## src/rtl/branch_unit.sv

```systemverilog
// -----------------------------------------------------------------------------
// branch_unit
//
// Program counter and branch resolution for the processor fetch path.
// Branch targets come from a runtime-writable target table. The unit also
// has a return-address stack for call/ret and a halt/done handshake.
//
// Per-cycle priority, highest first:
//   reset > start > done (held) > stall > halt > ret > call > br_abs
//   > br_rel_z/br_rel_nz > PC+1
//
// Optional feature macro: BRANCH_STATS_EN
//   defined   : taken_cnt counts taken transfers and saturates at 16'hFFFF
//   undefined : taken_cnt is tied to zero and no counter logic is built
//
// Ports
//   CLK         rising-edge clock
//   reset       synchronous, active-low reset (also clears the target table)
//   start       restart: pc=0; clears done, stack pointer, err, taken_cnt
//   stall       hold pc, stack and done for this cycle
//   br_abs      pc <= tbl[lut_idx]
//   br_rel_z    if zero_flag,  pc <= pc + tbl[lut_idx]
//   br_rel_nz   if !zero_flag, pc <= pc + tbl[lut_idx]
//   zero_flag   registered ALU zero flag
//   call        push pc+1, pc <= tbl[lut_idx]
//   ret         pc <= popped return address
//   halt        stop the program; done rises on the next edge
//   lut_idx     target table read index
//   tbl_we      target table write enable
//   tbl_widx    target table write index
//   tbl_wdata   target table write data
//   pc          current instruction address
//   done        program halted
//   stack_full  stack pointer == STACK_DEPTH
//   stack_empty stack pointer == 0
//   err         sticky: call on a full stack or ret on an empty stack
//   taken_cnt   taken transfer count (see BRANCH_STATS_EN)
// -----------------------------------------------------------------------------
module branch_unit #(
  parameter  int PC_W        = 16,
  parameter  int LUT_ENTRIES = 16,
  parameter  int STACK_DEPTH = 4,
  localparam int IDX_W       = $clog2(LUT_ENTRIES)
) (
  input  logic             CLK,
  input  logic             reset,
  input  logic             start,
  input  logic             stall,
  input  logic             br_abs,
  input  logic             br_rel_z,
  input  logic             br_rel_nz,
  input  logic             zero_flag,
  input  logic             call,
  input  logic             ret,
  input  logic             halt,
  input  logic [IDX_W-1:0] lut_idx,
  input  logic             tbl_we,
  input  logic [IDX_W-1:0] tbl_widx,
  input  logic [PC_W-1:0]  tbl_wdata,
  output logic [PC_W-1:0]  pc,
  output logic             done,
  output logic             stack_full,
  output logic             stack_empty,
  output logic             err,
  output logic [15:0]      taken_cnt
);

  // The stack pointer has to reach STACK_DEPTH, so it is one state wider
  // than the stack index.
  localparam int SP_W   = $clog2(STACK_DEPTH + 1);
  localparam int STK_IW = (STACK_DEPTH > 1) ? $clog2(STACK_DEPTH) : 1;

  logic [PC_W-1:0]   tbl_q   [LUT_ENTRIES];
  logic [PC_W-1:0]   stack_q [STACK_DEPTH];
  logic [PC_W-1:0]   pc_q;
  logic [SP_W-1:0]   sp_q;
  logic              done_q;
  logic              err_q;

  logic [PC_W-1:0]   pc_nxt;
  logic [SP_W-1:0]   sp_nxt;
  logic              done_nxt;
  logic              err_nxt;
  logic              push_en;
  logic              taken;

  logic [PC_W-1:0]   tbl_rdata;
  logic [PC_W-1:0]   pc_inc;
  logic [PC_W-1:0]   pc_rel;
  logic signed [PC_W-1:0] rel_off_s;
  logic [STK_IW-1:0] push_idx;
  logic [STK_IW-1:0] pop_idx;
  logic              rel_taken;

  // Combinational table read. A same-cycle write to the same index lands at
  // the edge, so the read still sees the old entry.
  assign tbl_rdata = tbl_q[lut_idx];

  // Table entries are two's complement offsets for relative branches. The sum
  // wraps modulo 2^PC_W on purpose.
  assign rel_off_s = $signed(tbl_rdata);
  assign pc_rel    = $unsigned($signed(pc_q) + rel_off_s);
  assign pc_inc    = pc_q + PC_W'(1);

  assign push_idx  = STK_IW'(sp_q);
  assign pop_idx   = STK_IW'(sp_q - SP_W'(1));

  assign stack_full  = (sp_q == SP_W'(STACK_DEPTH));
  assign stack_empty = (sp_q == '0);

  // br_rel_z and br_rel_nz share a priority level. If both are asserted, one
  // of the two conditions always holds.
  assign rel_taken = (br_rel_z && zero_flag) || (br_rel_nz && !zero_flag);

  always_comb begin
    pc_nxt   = pc_q;
    sp_nxt   = sp_q;
    done_nxt = done_q;
    err_nxt  = err_q;
    push_en  = 1'b0;
    taken    = 1'b0;
    if (start) begin
      pc_nxt   = '0;
      sp_nxt   = '0;
      done_nxt = 1'b0;
      err_nxt  = 1'b0;
    end else if (done_q || stall) begin
      // hold everything
    end else if (halt) begin
      done_nxt = 1'b1;
    end else if (ret) begin
      if (!stack_empty) begin
        pc_nxt = stack_q[pop_idx];
        sp_nxt = sp_q - SP_W'(1);
        taken  = 1'b1;
      end else begin
        err_nxt = 1'b1;
        pc_nxt  = pc_inc;
      end
    end else if (call) begin
      if (!stack_full) begin
        push_en = 1'b1;
        sp_nxt  = sp_q + SP_W'(1);
        pc_nxt  = tbl_rdata;
        taken   = 1'b1;
      end else begin
        err_nxt = 1'b1;
        pc_nxt  = pc_inc;
      end
    end else if (br_abs) begin
      pc_nxt = tbl_rdata;
      taken  = 1'b1;
    end else if (br_rel_z || br_rel_nz) begin
      if (rel_taken) begin
        pc_nxt = pc_rel;
        taken  = 1'b1;
      end else begin
        pc_nxt = pc_inc;
      end
    end else begin
      pc_nxt = pc_inc;
    end
  end

  always_ff @(posedge CLK) begin
    if (!reset) begin
      pc_q   <= '0;
      sp_q   <= '0;
      done_q <= 1'b0;
      err_q  <= 1'b0;
      for (int i = 0; i < LUT_ENTRIES; i++) begin
        tbl_q[i] <= '0;
      end
    end else begin
      pc_q   <= pc_nxt;
      sp_q   <= sp_nxt;
      done_q <= done_nxt;
      err_q  <= err_nxt;
      // Table writes are accepted even while stalled or halted.
      if (tbl_we) begin
        tbl_q[tbl_widx] <= tbl_wdata;
      end
    end
  end

  // Stack contents carry data only. Validity is tracked by sp_q, so the
  // stack needs no reset.
  always_ff @(posedge CLK) begin
    if (reset && push_en) begin
      stack_q[push_idx] <= pc_inc;
    end
  end

  assign pc   = pc_q;
  assign done = done_q;
  assign err  = err_q;

`ifdef BRANCH_STATS_EN
  function automatic logic [15:0] sat_inc16(input logic [15:0] v);
    return (v == 16'hFFFF) ? v : v + 16'd1;
  endfunction

  logic [15:0] cnt_q;

  always_ff @(posedge CLK) begin
    if (!reset) begin
      cnt_q <= '0;
    end else if (start) begin
      cnt_q <= '0;
    end else if (taken) begin
      cnt_q <= sat_inc16(cnt_q);
    end
  end

  assign taken_cnt = cnt_q;
`else
  logic unused_taken;
  assign unused_taken = taken;
  assign taken_cnt    = '0;
`endif

endmodule

```

## config.mk

```make
export PLATFORM = sky130hd
export DESIGN_NAME = branch_unit
export DESIGN_NICKNAME = d
export VERILOG_FILES = /design/src/rtl/branch_unit.sv
export SDC_FILE = /design/constraint.sdc
export NUM_CORES = 1
export LEC_CHECK = 0
export BUFFER_PORTS_ARGS = -buffer_cell sky130_fd_sc_hd__buf_2
export CAP_MARGIN = 20
export CORE_MARGIN = 2
export CORE_UTILIZATION = 40
export CTS_CLUSTER_DIAMETER = 100
export DETAILED_ROUTE_END_ITERATION = 12
export GPL_TIMING_DRIVEN = 0
export SYNTH_ARGS = -nofsm -noshare
export SYNTH_HDL_FRONTEND = slang
export SYNTH_SLANG_ARGS = --single-unit
```

## constraint.sdc

```tcl
create_clock -name CLK -period 11.3 [get_ports CLK]
set_input_delay 2.26 -clock CLK [delete_from_list [all_inputs] [get_ports CLK]]
set_output_delay 2.26 -clock CLK [all_outputs]
set_load 0.005 [all_outputs]
```

[Word level (Yosys, flattened, before mapping)]
Memory sizes are Yosys's and may differ from the RTL's.
Index checks and enable logic that the tools add are counted.
Storage, ports and cells
  latch bits: 0
  bits in read-only memories: 0
  memory bits (writable): 320
  memories: 2
  word-level logic and storage cells: 63
  bits of input ports: 36
  output and inout bits: 36
  register bits: 21
Memory list
  tbl_q: words 16, bits a word 16, read ports 1, clocked after memory_dff 0, write ports 16, line 73  | logic [PC_W-1:0] tbl_q [LUT_ENTRIES];
  stack_q: words 4, bits a word 16, read ports 1, clocked after memory_dff 0, write ports 1, line 74  | logic [PC_W-1:0] stack_q [STACK_DEPTH];
Operators by class
  $lt $le $gt $ge: 0
  add/subtract/negate cells: 4
  reductions and logical operators: 16
  multiplexer cells: 30
  equal/unequal tests: 4
  multiply operators: 0
  shift operators: 0
  bitwise logic cells: 3
  div/mod/pow operators: 0
Operators by type and width (count)
  16-bit two-way mux: 8
  1-bit two-way mux: 17
  16-bit by 1-bit adder with 16-bit output (second input constant): 1
  16-bit adder: 1
  16-bit OR reduction: 1
  3-bit two-way mux: 4
  5-bit AND reduction: 2
  4-bit two-way mux: 1
  2-bit inequality test (second input constant): 2
  2-bit AND reduction: 2
  2-bit nonzero test: 2
  3-bit by 1-bit adder with 3-bit output (second input constant): 1
  3-bit == test (second input constant): 1
  1-bit logical AND: 3
  3-bit logical NOT: 1
  1-bit logical OR: 3
  1-bit NOT: 3
  3-bit by 1-bit subtractor with 3-bit output (second input constant): 1
  2-bit by 1-bit inequality test with 1-bit output (second input constant): 1
  2-bit OR reduction: 1
  1-bit logical NOT: 1

[Longest topological paths before layout]
  depth after elaboration: 10
  gate-level depth with buffers: 15
  gate-level depth less buffers: 12

[Worst setup path before layout]
Ideal clock, no wire load.
  path type: input -> register
  start: in lut_idx[0]
  end: reg pc_q[13] (netlist: pc[13])
  cell stages on the path: 13
  buffers on the path: 3
  arrival: 5397 ps
  setup time: 129 ps
  data required time: 11171 ps
  slack: 5774 ps
  cell sequence: buf_6 > buf_4 > buf_2 > mux4_2 > mux4_2 > ha_1 > a21o_1 > a21oi_1 > a21oi_1 > o2bb2ai_1 > mux2i_1 > a2111oi_0 > nor2_1
On the way
  word-level cells in the longest chain between the ends: 7
  elaborated cells between the ends (all ways): 8
  those cells by class: add/sub: 1; mux: 6; memory: 1
Ends and longest elaborated chain
  start: declaration: line 56  | input logic [IDX_W-1:0] lut_idx,
  memory 16 x 16 bit *
  16-bit adder: line 102  | assign pc_rel = $unsigned($signed(pc_q) + rel_off_s);
  16-bit two-way mux: line 154  | if (rel_taken) begin
  16-bit two-way mux: line 153  | end else if (br_rel_z || br_rel_nz) begin
  16-bit two-way mux: line 150  | end else if (br_abs) begin
  16-bit two-way mux *: line 140  | end else if (call) begin
  16-bit two-way mux *: line 131  | end else if (ret) begin
  end signal: assignment: line 175  | pc_q <= pc_nxt;
  end: declaration: line 75  | logic [PC_W-1:0] pc_q;
Mark *: on every way between the ends. The rest lies on a longest branch, timed or not.
A chain may end at the register's enable or synchronous reset.

[Worst setup path after layout]
  start: in lut_idx[1]
  end: reg pc_q[13] (netlist: pc[13])
Same word-level chain as after synthesis.

==> metrics.yaml <==
critical_path:
  rr_worst_depth: 10
  cp-start-kind: "primary input"
  critPathSlowestCell: "buf_1"
  critical_path_class: "in2reg"
  worstPathArrival_ns: 6.63
  r2r-start: "sp_q[0]$_SDFFE_PP0P_"
  regToRegEndpoint: "stack_q[0][2]$_DFFE_PP_"
  worst_setup_path_end_kind: "flip-flop"
  r2r_setup_slack_ns: 7.66
  required_ns: 11.74
  crit_chain: "buf_2 -> buf_2 -> buf_1 -> mux4_2 -> mux2_2 -> nor2_1 -> a21oi_1 -> ha_1 -> and2_1 -> nand4_1 -> a21oi_1 -> o2bb2ai_1 -> mux2i_1 -> a2111oi_0 -> nor2_1"
  cp-endpoint: "pc[13]$_SDFFE_PP0P_"
  worst-path-max-fanout: 10
  slowest_delay_ns: 0.77
  startpoint: "lut_idx[1]"
synthesis:
  ys_ff_latch: 341
  synth_ff_type: "edfxtp_1"
  synth_edf_count: 320
  syn_avg_cell_area_um2: 14.23
  synthArstFlopShare_pct: 0
  synthCells: 1170
  ys_warn_count: 0
  synth_area_um2: 16650
  yosysSeqAreaShare_pct: 60.24
  synth_cell_types: 63
timing:
  period_needed_ns: 6.189
  finalMaxSlewViolations: 0
  setup_viol: 0
  hold_slack_ns: 0.4759
  fin_crit_sh_pct: 54.77
  rsz0062_at_grt: "false"
  fmax_ghz: 0.1616
  tns_ns: 0
  maxSlewHeadroom_pct: 22.85
  clock_skew_ns: 0.02533
  worst_slew_pin_slew_ns: 1.148
  hold_violations: 0
clock_tree:
  clockBufferDepth: 3
  clock_latency_ns: 0.55
  cts_tree: "done"
  root_buffer: "clkbuf_16"
  postCtsSetupBuffers: 0
  cts_buffers: 39
  cts.sinks: 341
  cts_hold_buf: 0
  htreeDepth: 2
  clk_pin_slew_ns: 0.06
  cts_resized: 0
place:
  place_congestion: 0.8599
  postPlaceCellArea_um2: 17940
  hpwlAfterDp_um: 31570
  portBuffers: 52
floorplanning:
  ios: 72
  die-height_um: 208.0
  dieArea_um2: 43270
  rows: 74
  die_x_um: 208.0
  coreArea_um2: 40920
  initial_core_util_pct: 40.68
global_routing:
  globalRouteOverflowTotal: 0
  grt_max_degree: 17
  grt_pass1_vias: 10490
  antenna_found_initial: 1
  grtUsageTotal_pct: 20.76
  grt_pass1_wl_um: 66650
routing:
  first_pass_iters: 5
  vias_per_cell: 5.518
  wirelength_um: 44330
  post-route-drc-count: 0
  vias: 10220
  wire_per_inst_um: 23.92
  drtAntennaViolNets: 0
  drt_iter0_markers: 1004
final_layout:
  fill_cells: 3628
  utilization_pct: 46.77
  fin_area_um2: 19140
  fin_nets: 1352
  syn2layout_area_growth_pct: 14.95
  n_antenna_cell: 0
  final_layout_size_suffix_gt1_share_pct: 19.91
power_and_ir_drop:
  power_leakage_nw: 6.866
  ir_drop_mv: 0.08363
  power_mw: 2.945
  pwr_density_cell_nw_per_um2: 153.9
run_status:
  status: "finished, final reports clean"
min_path:
  hold_class: "reg2reg"
  whs_path_depth: 1
job:
  drv_cap: 0
[where the power goes]
group | total, mW | switching, mW | internal (mW)
Sequential | 1.45 | 0.0185 | 1.43
Clock | 1.21 | 0.514 | 0.697
Combinational | 0.281 | 0.166 | 0.116
Total | 2.95 | 0.698 | 2.25
[kinds of logic (layout without fill, tap and decap cells)]
group                      count (synthesis)  count (layout)  synth area share, %
xor gates and xnor gates                  23              23                1.210
muxes                                    114             114                13.73
DFF                                      341             341                60.24
adders and majority gates                 23              23                1.773
AOI/OAI and AO/OA                        139             139                5.524
and+or+nand+nor                          420             420                14.41
other                                      1              16              0.02252
buffers and inverters                    109             245                3.096
[cells in the mapped netlist, drive strengths merged (4+ instances only)]
master | number | area [um2]
o21ai | 30 | 153.9
xnor2 | 10 | 87.58
and2 | 264 | 1652
o21a | 4 | 30.03
o211ai | 6 | 45.04
a31oi | 6 | 37.54
nor2b | 4 | 25.02
edfxtp | 320 | 9609
mux2 | 5 | 56.30
dfxtp | 21 | 420.4
nor2 | 47 | 176.4
nor3 | 18 | 90.09
a21o | 10 | 75.07
a221oi | 11 | 96.34
clkbuf | 52 | 195.2
inv | 22 | 82.58
a21oi | 34 | 170.2
mux4 | 91 | 2049
nand3 | 13 | 65.06
mux2i | 18 | 180.2
xor2 | 13 | 113.9
nand4 | 5 | 31.28
nand2b | 16 | 100.1
o22ai | 5 | 31.28
o221ai | 6 | 52.55
nand2 | 36 | 135.1
and3 | 4 | 25.02
ha | 22 | 275.3
buf | 35 | 237.7
[area by class of cell]
cell class	count	area, um2	area share [%]
clock inverters	21	171.4	0.8956
flip-flops and latches	341	10030	52.40
repair buffers	67	520.5	2.719
plain buffers	87	432.9	2.262
clock buffers	48	1031	5.387
multi-input cells	735	6206	32.42
well taps	532	665.6	3.478
inverters	22	82.58	0.4315
[cell usage in the layout (no fill, tap or decap), drive strengths merged, types with 5 or more instances in the layout]
cell type / netlist / routed
nand2: 36 / 36
xor2: 13 / 13
a21o: 10 / 10
nand3: 13 / 13
and2: 264 / 264
clkbuf: 52 / 100
nor3: 18 / 18
clkinv: 0 / 15
o221ai: 6 / 6
o211ai: 6 / 6
conb: 1 / 16
o21ai: 30 / 30
nor2: 47 / 47
mux4: 91 / 91
xnor2: 10 / 10
ha: 22 / 22
edfxtp: 320 / 320
buf: 35 / 102
nand2b: 16 / 16
a21oi: 34 / 34
a221oi: 11 / 11
inv: 22 / 26
nand4: 5 / 5
a31oi: 6 / 6
o22ai: 5 / 5
dfxtp: 21 / 21
mux2i: 18 / 18
mux2: 5 / 5
[sequential cells by signal, indices dropped and copies added, names as in the netlist]
| name | count |
|---|---|
| pc | 16 |
| err | 1 |
| sp_q | 3 |
| stack_q | 64 |
| tbl_q | 256 |
| done | 1 |
[layer usage]
layer / vias up / part of all wire (%) / GRT usage [%] / wire [um]
met3: 75 / 5.9 / 3.592 / 2626
met2: 341 / 49 / 34.59 / 21590
li1: 4637 / - / - / -
met5: - / 0.18 / 1.112 / 80
met4: 4 / 2.4 / 6.187 / 1066
met1: 5167 / 43 / 27.83 / 18970
[stage by stage]
| stage | setup WS, ns | instances |
|---|---|---|
| 6_report | 5.111 | 1853 |
| 5_1_grt | 4.777 | 1853 |
| 4_1_cts | 5.088 | 1853 |
| 3_5_place_dp | 4.546 | 1784 |
| 3_3_place_gp | 4.592 | 1769 |
| 2_1_floorplan | 5.774 | 1185 |
[how the worst min path moves through the flow]
| stage | from | endpoint | slack [ns] |
|---|---|---|---|
| after global placement | err$_SDFFE_PP0P_ | err$_SDFFE_PP0P_ | 0.45 |
| after CTS | err$_SDFFE_PP0P_ | err$_SDFFE_PP0P_ | 0.49 |
| after global routing | err$_SDFFE_PP0P_ | err$_SDFFE_PP0P_ | 0.51 |
| after floorplan | err$_SDFFE_PP0P_ | err$_SDFFE_PP0P_ | 0.46 |
| final | err$_SDFFE_PP0P_ | err$_SDFFE_PP0P_ | 0.48 |
| after detailed placement | err$_SDFFE_PP0P_ | err$_SDFFE_PP0P_ | 0.47 |
[critical path: cells and delay by family]
kind / cells / cell delay (ns)
buf+inv: 3 / 1.45
simple gates: 4 / 0.49
mux: 3 / 0.95
fa+ha+maj: 1 / 0.40
compound gates: 4 / 1.05
(Power assumes the default switching activity.)
